$ cat config.mk
export PLATFORM = sky130hd
export DESIGN_NAME = game_flow_controller
export DESIGN_NICKNAME = d
export VERILOG_FILES = /design/src/rtl/game_flow_controller.sv
export SDC_FILE = /design/constraint.sdc
export NUM_CORES = 1
export LEC_CHECK = 0
export ABC_AREA = 1
export ABC_CLOCK_PERIOD_IN_PS = 1700
export BUFFER_PORTS_ARGS = -buffer_cell sky130_fd_sc_hd__buf_2
export CAP_MARGIN = 20
export CORE_ASPECT_RATIO = 1.75
export CORE_MARGIN = 5
export CORE_UTILIZATION = 42
export DETAILED_ROUTE_END_ITERATION = 12
export PLACE_DENSITY_LB_ADDON = 0.15
export SLEW_MARGIN = 20
export SYNTH_ARGS = -nofsm -noshare
export SYNTH_HDL_FRONTEND = slang
export SYNTH_SLANG_ARGS = --single-unit
$ cat constraint.sdc
create_clock -name CLK -period 1.7 [get_ports CLK]
set_input_delay 0.34 -clock CLK [delete_from_list [all_inputs] [get_ports CLK]]
set_output_delay 0.34 -clock CLK [all_outputs]
set_load 0.03 [all_outputs]
$ cat src/rtl/game_flow_controller.sv
// Breakout game sequencer: phase FSM, lives/level bookkeeping and
// per-frame update trigger for the game logic.
module game_flow_controller #(
  parameter int unsigned INITIAL_LIVES      = 3,
  parameter int unsigned SERVE_ARM_FRAMES   = 30,
  parameter int unsigned LOST_DELAY_FRAMES  = 90,
  parameter int unsigned CLEAR_DELAY_FRAMES = 120,
  parameter int unsigned MAX_LEVEL          = 15
) (
  input  logic       CLK,
  input  logic       RESET,
  input  logic       FRAME_START,
  input  logic       BTN_FIRE,
  input  logic       BTN_PAUSE,
  input  logic       BALL_LOST,
  input  logic       BRICKS_CLEARED,
  output logic       START_UPDATE,
  output logic       BALL_HOLD,
  output logic       BALL_RESET,
  output logic       LEVEL_NEXT,
  output logic [2:0] LIVES,
  output logic [3:0] LEVEL,
  output logic [2:0] STATE
);

  typedef enum logic [2:0] {
    S_ATTRACT   = 3'd0,
    S_SERVE     = 3'd1,
    S_PLAY      = 3'd2,
    S_PAUSED    = 3'd3,
    S_LOST      = 3'd4,
    S_CLEAR     = 3'd5,
    S_GAME_OVER = 3'd6
  } state_t;

  localparam logic [7:0] ARM_F   = 8'(SERVE_ARM_FRAMES);
  localparam logic [7:0] LOST_F  = 8'(LOST_DELAY_FRAMES);
  localparam logic [7:0] CLEAR_F = 8'(CLEAR_DELAY_FRAMES);
  localparam logic [3:0] MAX_L   = 4'(MAX_LEVEL);
  localparam logic [2:0] INIT_L  = 3'(INITIAL_LIVES);

  state_t     state_q, state_d;
  logic [2:0] lives_q, lives_d;
  logic [3:0] level_q, level_d;
  logic [7:0] timer_q;
  logic       fire_q, pause_q, armed_q;
  logic       fire_edge, pause_edge;
  logic       ball_reset_d, level_next_d;

  // armed_q blocks edges in the first cycle after reset so a held
  // button is only seen as a level, never as a fresh press.
  assign fire_edge  = armed_q & BTN_FIRE & ~fire_q;
  assign pause_edge = armed_q & BTN_PAUSE & ~pause_q;

  always_comb begin
    state_d      = state_q;
    lives_d      = lives_q;
    level_d      = level_q;
    ball_reset_d = 1'b0;
    level_next_d = 1'b0;
    unique case (state_q)
      S_ATTRACT, S_GAME_OVER: begin
        if (fire_edge) begin
          state_d      = S_SERVE;
          lives_d      = INIT_L;
          level_d      = 4'd0;
          ball_reset_d = 1'b1;
          level_next_d = 1'b1;
        end
      end
      S_SERVE: begin
        if (fire_edge && timer_q >= ARM_F)
          state_d = S_PLAY;
      end
      S_PLAY: begin
        if (BALL_LOST) begin
          if (lives_q <= 3'd1) begin
            lives_d = 3'd0;
            state_d = S_GAME_OVER;
          end else begin
            lives_d = lives_q - 3'd1;
            state_d = S_LOST;
          end
        end else if (BRICKS_CLEARED) begin
          state_d = S_CLEAR;
        end else if (pause_edge) begin
          state_d = S_PAUSED;
        end
      end
      S_PAUSED: begin
        if (pause_edge)
          state_d = S_PLAY;
      end
      S_LOST: begin
        if (timer_q >= LOST_F) begin
          state_d      = S_SERVE;
          ball_reset_d = 1'b1;
        end
      end
      S_CLEAR: begin
        if (timer_q >= CLEAR_F) begin
          state_d      = S_SERVE;
          ball_reset_d = 1'b1;
          level_next_d = 1'b1;
          level_d      = (level_q >= MAX_L) ? MAX_L
                                            : level_q + 4'd1;
        end
      end
      default: state_d = S_ATTRACT;
    endcase
  end

  always_ff @(posedge CLK) begin
    if (RESET) begin
      state_q      <= S_ATTRACT;
      lives_q      <= 3'd0;
      level_q      <= 4'd0;
      timer_q      <= 8'd0;
      fire_q       <= 1'b0;
      pause_q      <= 1'b0;
      armed_q      <= 1'b0;
      START_UPDATE <= 1'b0;
      BALL_HOLD    <= 1'b1;
      BALL_RESET   <= 1'b0;
      LEVEL_NEXT   <= 1'b0;
    end else begin
      state_q      <= state_d;
      lives_q      <= lives_d;
      level_q      <= level_d;
      fire_q       <= BTN_FIRE;
      pause_q      <= BTN_PAUSE;
      armed_q      <= 1'b1;
      BALL_RESET   <= ball_reset_d;
      LEVEL_NEXT   <= level_next_d;
      BALL_HOLD    <= (state_d != S_PLAY);
      START_UPDATE <= FRAME_START &
                      (state_q == S_SERVE || state_q == S_PLAY);
      if (state_d != state_q)
        timer_q <= 8'd0;
      else if (FRAME_START && timer_q != 8'hFF)
        timer_q <= timer_q + 8'd1;
    end
  end

  assign LIVES = lives_q;
  assign LEVEL = level_q;
  assign STATE = state_q;

endmodule

======== Yosys cells after proc, flatten, opt, wreduce, memory -nomap -nowiden ========
Cells that the tools add are included.
word-level totals
  register bits after elaboration ......... 25
  bits of input ports ..................... 7
  output and inout port bits .............. 14
  logic and storage cells ................. 72
cells by class
  $add $sub $neg .......................... 3
  $lt $le $gt $ge ......................... 5
  eq/ne operators ......................... 12
  mux-type cells .......................... 24
  bitwise logic cells ..................... 7
  reductions and logical operators ........ 10
operator list
  operator             number
  $mux 3               11
  $pmux 3 s6           1
  $ge 8x7->1 const B   2
  $mux 4               3
  $eq 3x3->1 const B   3
  $add 8x1->8 const B  1
  $ge 8x5->1 const B   1
  $ne 8x8->1 const B   1
  $pmux 4 s2           1
  $eq 3x2->1 const B   2
  $ne 2x2->1 const B   3
  $pmux 3 s2           1
  $reduce_and 3->1     2
  $and 1x1->1          5
  $add 4x1->4 const B  1
  $ge 4x4->1 const B   1
  $mux 1               4
  $reduce_bool 2->1    2
  $reduce_or 2->1      2
  $eq 3x1->1 const B   1
  $le 3x1->1 const B   1
  $logic_not 3->1      1
  $ne 3x2->1 const B   1
  $ne 3x3->1           1
  other kinds (7)      9

======== Logic depth before layout (Yosys ltp) ========
Gate-level depths: netlist (run 1).
  depth after elaboration ................. 8
  mapped depth ............................ 11
  gate-level depth less buffers ........... 11

======== Least setup slack after synthesis (run 1) ========
No wires, ideal clock.
  path type ............................... reg2reg
  start point ............................. reg state_q[0] (netlist: STATE[0])
  end point ............................... reg timer_q[5]
  library setup time ...................... 116 ps
  arrival ................................. 1436 ps
  data required time ...................... 1584 ps
  slack ................................... 148 ps
  cell stages (with the launch flop) ...... 12
  path buffers ............................ 0
  period minus slack after synthesis ...... 1552 ps
  cells stage by stage .................... dfxtp_1 inv_2 nand3_1 inv_1 nand2_1 nand2_1 nor2_1 nand3_1 nand2_1 inv_1 nand3_4 nor2_1
on the way
  cells in the longest elaborated chain, start to end .. 6
  elaborated cells between the ends (all ways) .. 19
  those cells by class .................... eq/ne: 7; mux: 9; reduce/logical: 3
ends and longest elaborated chain
  item                         line  text
  from (decl)                  42    state_t state_q, state_d;
  from (signal assigned)       127   state_q <= state_d;
  $mux 3                       86    end else if (pause_edge) begin
  $mux 3                       84    end else if (BRICKS_CLEARED) begin
  $mux 3                       76    if (BALL_LOST) begin
  $pmux 3 s6                   61    unique case (state_q)
  $ne 3x3->1 *                 138   if (state_d != state_q)
  $reduce_or 2->1 (no line) *  --
  to (signal assigned)         141   timer_q <= timer_q + 8'd1;
  to (decl)                    45    logic [7:0] timer_q;
Mark *: on every way between the ends. The rest lies on a longest branch, timed or not.
A chain may end at the register's enable or synchronous reset.

======== Worst setup path in the final report (run 1) ========
  start point ............................. reg state_q[1] (netlist: STATE[1])
  end point ............................... reg timer_q[7]
Same word-level chain as after synthesis.

==> impl_metrics.env, run 1 <==
export IMPL_yosysUniqueCellTypes=26
export IMPL_worst_slew_pin_slew_ns=0.291
export IMPL_crit_fanout=8
export IMPL_post_route_min_period_ns=1.57
export IMPL_die_x_um=52.4
export IMPL_cts_tree="done"
export IMPL_via_per_inst=4.89
export IMPL_cts_setup_buffers=0
export IMPL_hold_class="input pin to register"
export IMPL_vias=1272
export IMPL_critPathLaunchType="register"
export IMPL_grt_usage=0.149
export IMPL_status="finished clean"
export IMPL_dieHeight_um=84.2
export IMPL_start_util=0.425
export IMPL_finalSetupViolations=0
export IMPL_max_vdd_ir_drop_mv=0.516
export IMPL_netlist_top_cells_area="dfxtp_1, nand2_1, nor2_1"
export IMPL_clockBufferDepth=2
export IMPL_cts_resized=0
export IMPL_finalCritPeriodShare=0.925
export IMPL_ant_nets=0
export IMPL_cellPowerDensity_nw_per_um2=736
export IMPL_cts_sinks=25
export IMPL_overflow=0
export IMPL_final_area_um2=1550
export IMPL_critPathMaxStageDelay_ns=0.46
export IMPL_rows=27
export IMPL_drv_cap=0
export IMPL_gp_congestion=0.859
export IMPL_drc=0
export IMPL_critPathArrivalTime_ns=1.74
export IMPL_ioPinCount=21
export IMPL_intPower_uw=826
export IMPL_dr_pass1_iters=4
export IMPL_root_buffer="clkbuf_8"
export IMPL_portBuffers=20
export IMPL_clkPwrFrac=0.316
export IMPL_avgSynthCellArea_um2=6.91
export IMPL_worstPathRequired_ns=1.87
export IMPL_core_area_um2=3110
export IMPL_wl_per_cell_um=11.4
export IMPL_die_area_um2=4410
export IMPL_place_ws_ns=0.113
export IMPL_synth_top_area_frac=0.379
export IMPL_first_global_vias=1228
export IMPL_ys_warn_count=0
export IMPL_pwr_share_seq=0.548
export IMPL_htree_levels=1
export IMPL_hpwl_um=2370
export IMPL_hold_violations=0
export IMPL_slew_headroom=0.804
export IMPL_antenna_found_initial=0
export IMPL_finalMaxSlewViolations=0
export IMPL_cp_common_cell="nor2_1"
export IMPL_synthCells=191
export IMPL_path_clk_slew_ns=0.09
export IMPL_cts_hold_buf=0
export IMPL_layout_setup_ws_ns=0.128
export IMPL_grt_pass1_wl_um=5130
export IMPL_critical_path_class="register to register"
export IMPL_crit_path_top_delay_cell="dfxtp_1"
export IMPL_endpoint_kind="register"
export IMPL_wirelength_um=2950
export IMPL_layout_drive_gt1_share=0.180
export IMPL_numCtsBuffers=3
export IMPL_drtIter0Drc=28
export IMPL_leakage_uw=0.000738
export IMPL_antenna_cells=0
export IMPL_setup_tns_ns=0
export IMPL_syn_num_nets=203
export IMPL_final_nets=230
export IMPL_clk_latency_ns=0.27
export IMPL_max_clock_freq_mhz=636
export IMPL_synthesis_area_um2=1320
export IMPL_dpl_cell_area_um2=1500
export IMPL_grt_setup_unrepaired="no"
export IMPL_path_cells="inv_1 -> nand3_1 -> nor2_1 -> nor2_1 -> nand3_1 -> nand2_1 -> inv_1 -> nand3_4 -> nor2_1"
export IMPL_synth_seq_cells=25
export IMPL_fin_skew_ns=0.00508
export IMPL_grt_max_degree=14
export IMPL_ys_seq_area_frac=0.379
export IMPL_power_switching_uw=315
export IMPL_p_sw_frac=0.276
export IMPL_syn_to_final_growth_pct=17.3
export IMPL_p_comb_frac=0.136
export IMPL_synth_top_cell_by_area="dfxtp_1"
## power by group through the flow
stage	logic [uW]	clock network [uW]	registers, uW
CTS	157	367	624
finish	155	361	625
global route	175	390	629
floorplan	88.0	0	659
detailed placement	156	0	638
global placement	154	0	636
## routing by layer
layer,track usage,up-vias,wire length (um)
li1,-,671,-
met1,0.166,576,1190
met2,0.269,20,1620
met3,0.0160,5,82
met4,0.0698,0,59
met5,0,-,0
## logic make-up after synthesis
| group | count (synthesis) | share of synthesized area |
|---|---|---|
| compound gates | 26 | 0.108 |
| xor+xnor | 6 | 0.0398 |
| fa+ha+maj | 5 | 0.0474 |
| buf+inv | 31 | 0.0891 |
| flops | 25 | 0.379 |
| simple gates | 98 | 0.337 |
## layout by cell type (no fill, tap or decap), types with 2 or more instances in the layout
master	count
buf_2	20
xnor2_1	2
a21oi_1	15
nand3_2	2
o21ai_0	6
nand4_1	3
ha_1	5
xor2_1	4
nand3_1	15
nor2_2	3
nor2_1	28
dfxtp_1	22
dfxtp_2	3
nor3_1	7
nand3b_1	2
clkbuf_8	3
inv_1	28
nand2_1	35
buf_4	4
## metrics by stage
| step | power [uW] | hold WS [ns] | std cells | util |
|---|---|---|---|---|
| after global routing | 1190 | 0.297 | 260 | 0.498 |
| after global placement | 790 | 0.487 | 256 | 0.481 |
| after floorplan | 747 | 0.446 | 191 | - |
| final | 1140 | 0.278 | 260 | 0.498 |
| after detailed placement | 794 | 0.490 | 256 | 0.481 |
| after CTS | 1150 | 0.277 | 260 | 0.496 |
## synthesized netlist by cell type (all sizes together)
library cell and n:
ha 5, o21ai 7, a221oi 1, xor2 4, nor3 7, a211oi 1
clkbuf 1, nand3 18, nor2 31, or2 1, a21oi 15, nand3b 2
buf 1, inv 29, dfxtp 25, a41oi 1, nand2 36, nand4 3
o21bai 1, xnor2 2
## worst paths after layout
check	start	to	slack [ns]	cells after the start
max reg2reg	STATE[1]$_SDFF_PP0_	timer_q[7]$_SDFFE_PP0P_	0.13	9
min reg2reg	LEVEL[1]$_SDFFE_PP0P_	LEVEL[1]$_SDFFE_PP0P_	0.50	2
max	STATE[1]$_SDFF_PP0_	timer_q[7]$_SDFFE_PP0P_	0.13	9
min	BTN_PAUSE	pause_q$_SDFF_PP0_	0.28	3
## registers in the layout (all words and copies together), names as in the netlist
name and cells:
fire_q 1, LIVES 3, START_UPDATE 1, STATE 3
BALL_RESET 1, LEVEL_NEXT 1, pause_q 1, armed_q 1
LEVEL 4, timer_q 8, BALL_HOLD 1
## worst max-delay path: cells and delay by family (launching register included)
family                 cells  cell delay (ns)
AND/OR/NAND/NOR            7             0.80
flip-flops                 1             0.46
buffers and inverters      2             0.19
## area by class of cell
type / count / area [um^2]
fillers: 343 / 1560
multi-input cells: 135 / 707
flip-flops and latches: 25 / 504
repair buffers: 24 / 130
inverters: 29 / 109
well taps: 43 / 53.8
clock buffers: 4 / 45.0
Power figures use the tool's default switching activity.
==> run 2: changes to the inputs <==
RECOVER_POWER = 25   (was not set)
==> impl_metrics.env, run 2 (same netlist as run 1, synthesis figures left out) <==
export IMPL_final_nets=230
export IMPL_layout_commonest_cell="nand2_1"
export IMPL_hold_class="input pin to register"
export IMPL_grt_setup_unrepaired="no"
export IMPL_cts_hold_buf=0
export IMPL_p_total_uw=1140
export IMPL_path_buf_inv=2
export IMPL_grt_pass1_wl_um=5130
export IMPL_cp_common_cell="nor2_1"
export IMPL_crit_fanout=8
export IMPL_dieHeight_um=84.2
export IMPL_leakage_uw=0.000717
export IMPL_overflow=0
export IMPL_cts_sinks=25
export IMPL_hold_violations=0
export IMPL_path_clk_slew_ns=0.09
export IMPL_gp_congestion=0.859
export IMPL_layout_drive_gt1_share=0.152
export IMPL_finalSetupViolations=0
export IMPL_rows=27
export IMPL_numCtsBuffers=3
export IMPL_finalCritPeriodShare=0.921
export IMPL_max_clock_freq_mhz=639
export IMPL_antenna_found_initial=0
export IMPL_wl_per_cell_um=11.3
export IMPL_dp_cells=256
export IMPL_vias=1271
export IMPL_die_area_um2=4410
export IMPL_clk_latency_ns=0.27
export IMPL_status="finished clean"
export IMPL_drv_cap=0
export IMPL_htree_levels=1
export IMPL_antenna_cells=0
export IMPL_fin_skew_ns=0.00362
export IMPL_ioPinCount=21
export IMPL_core_area_um2=3110
export IMPL_post_route_min_period_ns=1.57
export IMPL_first_global_vias=1228
export IMPL_cts_resized=0
export IMPL_worst_slew_pin_slew_ns=0.568
export IMPL_critPathLaunchType="register"
export IMPL_endpoint_kind="register"
export IMPL_grt_usage=0.149
export IMPL_crit_family="simple AND/OR/NAND/NOR gates"
export IMPL_critPathArrivalTime_ns=1.74
export IMPL_top_register="timer_q"
export IMPL_n_fill_cell=347
export IMPL_grt_max_degree=14
export IMPL_clockBufferDepth=2
export IMPL_worstPathRequired_ns=1.87
export IMPL_die_x_um=52.4
export IMPL_crit_path_top_delay_cell="dfxtp_1"
export IMPL_ant_nets=0
export IMPL_setup_tns_ns=0
export IMPL_wirelength_um=2950
export IMPL_cts_setup_buffers=0
export IMPL_root_buffer="clkbuf_8"
export IMPL_dr_pass1_iters=4
export IMPL_syn_to_final_growth_pct=16.8
export IMPL_slew_headroom=0.621
export IMPL_critical_path_class="register to register"
export IMPL_cts_tree="done"
export IMPL_finalMaxSlewViolations=0
export IMPL_largest_reg_flops=8
export IMPL_drc=0
export IMPL_hpwl_um=2370
export IMPL_path_cells="inv_1 -> nand3_1 -> nor2_1 -> nor2_1 -> nand3_1 -> nand2_1 -> inv_1 -> nand3_4 -> nor2_1"
export IMPL_start_util=0.425
export IMPL_via_per_inst=4.89
export IMPL_portBuffers=20
export IMPL_critPathMaxStageDelay_ns=0.46
export IMPL_drtIter0Drc=27
export IMPL_max_vdd_ir_drop_mv=0.511
export IMPL_cellPowerDensity_nw_per_um2=737
export IMPL_stdcell_count=260
export IMPL_final_cell_mix="nand2_1, inv_1, nor2_1"
run 2: final cells by class:
| type | instances | area, um^2 | area share |
|---|---|---|---|
| flip-flops and latches | 25 | 504 | 0.327 |
| clock buffers | 4 | 45.0 | 0.0292 |
| repair buffers | 24 | 123 | 0.0795 |
| well taps | 43 | 53.8 | 0.0349 |
| inverters | 29 | 109 | 0.0706 |
| multi-input cells | 135 | 707 | 0.459 |
run 2: through the flow:
stage	setup WS [ns]	util	hold WS, ns	instance area [um^2]
final	0.134	0.496	0.278	1540
after global routing	0.00906	0.496	0.297	1540
after CTS	0.0843	0.496	0.277	1540
after detailed placement	0.113	0.481	0.490	1500
after global placement	0.155	0.481	0.487	1500
after floorplan	0.148	-	0.446	1320
run 2: per-layer routing:
metal	vias to the layer above	wire [um]	track usage
met2	22	1610	0.269
met5	-	0	0
met3	5	92	0.0160
met1	576	1180	0.166
li1	668	-	-
met4	0	59	0.0698
run 2: worst reg2reg max path, cell delays in order, from the launching register on:
cell	delay [ns]
dfxtp_1	0.46
inv_1	0.13
nand3_1	0.18
nor2_1	0.07
nor2_1	0.20
nand3_1	0.10
nand2_1	0.08
inv_1	0.07
nand3_4	0.12
nor2_1	0.05
run 2: final timing paths:
path                             endpoint             startpoint  cells after the start  slack [ns]
setup / recovery  timer_q[7]$_SDFFE_PP0P_    STATE[1]$_SDFF_PP0_                      9        0.13
setup reg to reg  timer_q[7]$_SDFFE_PP0P_    STATE[1]$_SDFF_PP0_                      9        0.13
hold / removal         pause_q$_SDFF_PP0_              BTN_PAUSE                      3        0.28
hold reg to reg     LEVEL[1]$_SDFFE_PP0P_  LEVEL[1]$_SDFFE_PP0P_                      2        0.50
run 2: where the power goes:
part / internal [uW] / switching, uW / leakage (uW) / total (uW)
logic: 49.9 / 103 / 0.000489 / 153
clock network: 168 / 190 / 0.0000228 / 358
registers: 607 / 18.5 / 0.000205 / 625
==> run 3: changes to the inputs <==
REMOVE_ABC_BUFFERS = 1   (was not set)
==> impl_metrics.env, run 3 (same netlist as run 1, synthesis figures left out) <==
export IMPL_clockBufferDepth=2
export IMPL_antenna_cells=0
export IMPL_cts_resized=0
export IMPL_rows=27
export IMPL_intPower_uw=825
export IMPL_finalMaxSlewViolations=0
export IMPL_critPathLaunchType="register"
export IMPL_ant_nets=0
export IMPL_ff2ff_setup_slack_ns=0.13
export IMPL_start_util=0.425
export IMPL_layout_drive_gt1_share=0.147
export IMPL_vias=1287
export IMPL_grt_pass1_wl_um=5300
export IMPL_gp_congestion=0.868
export IMPL_numCtsBuffers=3
export IMPL_wl_per_cell_um=12.3
export IMPL_path_clk_slew_ns=0.09
export IMPL_die_area_um2=4410
export IMPL_grt_usage=0.154
export IMPL_reg2reg_depth=10
export IMPL_cellPowerDensity_nw_per_um2=741
export IMPL_clkPwrFrac=0.315
export IMPL_dieHeight_um=84.2
export IMPL_drc=0
export IMPL_crit_fanout=8
export IMPL_critPathArrivalTime_ns=1.78
export IMPL_wirelength_um=3200
export IMPL_hold_violations=0
export IMPL_grt_setup_unrepaired="yes"
export IMPL_r2r_end="timer_q[7]$_SDFFE_PP0P_"
export IMPL_htree_levels=1
export IMPL_overflow=0
export IMPL_cts_hold_buf=0
export IMPL_r2r_start="timer_q[0]$_SDFFE_PP0P_"
export IMPL_hold_class="input pin to register"
export IMPL_cts_sinks=25
export IMPL_max_vdd_ir_drop_mv=0.741
export IMPL_min_path_cells=3
export IMPL_hpwl_um=2610
export IMPL_largest_reg_flops=8
export IMPL_hold_start="BTN_PAUSE"
export IMPL_cts_tree="done"
export IMPL_final_cell_mix="nand2_1, nor2_1, inv_1"
export IMPL_root_buffer="clkbuf_8"
export IMPL_status="finished clean"
export IMPL_layout_commonest_cell="nand2_1"
export IMPL_pwr_share_seq=0.546
export IMPL_portBuffers=20
export IMPL_power_switching_uw=320
export IMPL_top_register="timer_q"
export IMPL_critical_path_class="register to register"
export IMPL_syn_to_final_growth_pct=17.1
export IMPL_antenna_found_initial=0
export IMPL_fin_skew_ns=0.00406
export IMPL_finalCoreUtilization=0.497
export IMPL_core_area_um2=3110
export IMPL_post_route_min_period_ns=1.57
export IMPL_clk_latency_ns=0.27
export IMPL_via_per_inst=4.93
export IMPL_min_to="pause_q$_SDFF_PP0_"
export IMPL_grt_max_degree=14
export IMPL_finalCritPeriodShare=0.924
export IMPL_p_sw_frac=0.279
export IMPL_drv_cap=0
export IMPL_endpoint_kind="register"
export IMPL_worstPathRequired_ns=1.91
export IMPL_dr_pass1_iters=4
export IMPL_slew_headroom=0.600
export IMPL_leakage_uw=0.000723
export IMPL_final_area_um2=1550
export IMPL_cts_setup_buffers=0
export IMPL_worst_slew_pin_slew_ns=0.599
export IMPL_finalSetupViolations=0
export IMPL_setup_tns_ns=0
export IMPL_drtIter0Drc=39
export IMPL_final_nets=231
export IMPL_die_x_um=52.4
export IMPL_first_global_vias=1238
export IMPL_p_comb_frac=0.139
export IMPL_max_clock_freq_mhz=637
export IMPL_ioPinCount=21
export IMPL_dpl_cell_area_um2=1500
run 3: cell count changes in the layout (fill, tap and decap cells not counted), sizes merged:
| cell | change |
|---|---|
| buf | +1 |
run 3: worst max path at each step:
stage / start / to / slack [ns]
2_1_floorplan: STATE[0]$_SDFF_PP0_ / timer_q[3]$_SDFFE_PP0P_ / 0.15
3_3_place_gp: STATE[0]$_SDFF_PP0_ / timer_q[1]$_SDFFE_PP0P_ / 0.14
4_1_cts: STATE[0]$_SDFF_PP0_ / timer_q[7]$_SDFFE_PP0P_ / 0.04
3_5_place_dp: timer_q[0]$_SDFFE_PP0P_ / timer_q[0]$_SDFFE_PP0P_ / 0.08
6_report: timer_q[0]$_SDFFE_PP0P_ / timer_q[7]$_SDFFE_PP0P_ / 0.13
5_1_grt: timer_q[0]$_SDFFE_PP0P_ / timer_q[5]$_SDFFE_PP0P_ / -0.02
run 3: metal layers:
layer	up-vias	wire [um]	track usage
met2	31	1820	0.293
li1	666	-	-
met3	6	123	0.0249
met5	-	0	0
met1	584	1200	0.160
met4	0	56	0.0512
run 3: area by class of cell:
class	count	area (um^2)
Fill cell	351	1560
Clock buffer	4	45.0
Multi-Input combinational cell	135	704
Inverter	29	109
Timing Repair Buffer	25	130
Sequential cell	25	503
Tap cell	43	53.8
run 3: critical path: stages, from the launching register on:
cell	delay (ns)
dfxtp_2	0.36
inv_1	0.07
ha_1	0.18
or2_2	0.26
nand2_1	0.07
nand2_1	0.06
nand2_1	0.06
nand2_1	0.07
nand4_1	0.14
nand3_4	0.14
nor2_1	0.11
run 3: power by group through the flow:
| stage | logic [uW] | registers, uW | clock network [uW] |
|---|---|---|---|
| floorplan | 85.2 | 659 | 0 |
| global placement | 154 | 636 | 0 |
| detailed placement | 159 | 638 | 0 |
| CTS | 160 | 624 | 365 |
| global route | 177 | 629 | 384 |
| finish | 159 | 625 | 361 |
run 3: through the flow:
stage,instances,power [uW],hold slack [ns],setup slack [ns]
floorplan,189,744,0.409,0.148
global placement,257,791,0.493,0.135
detailed placement,257,797,0.521,0.0754
CTS,261,1150,0.290,0.0421
global route,261,1190,0.297,-0.0161
finish,261,1140,0.285,0.130
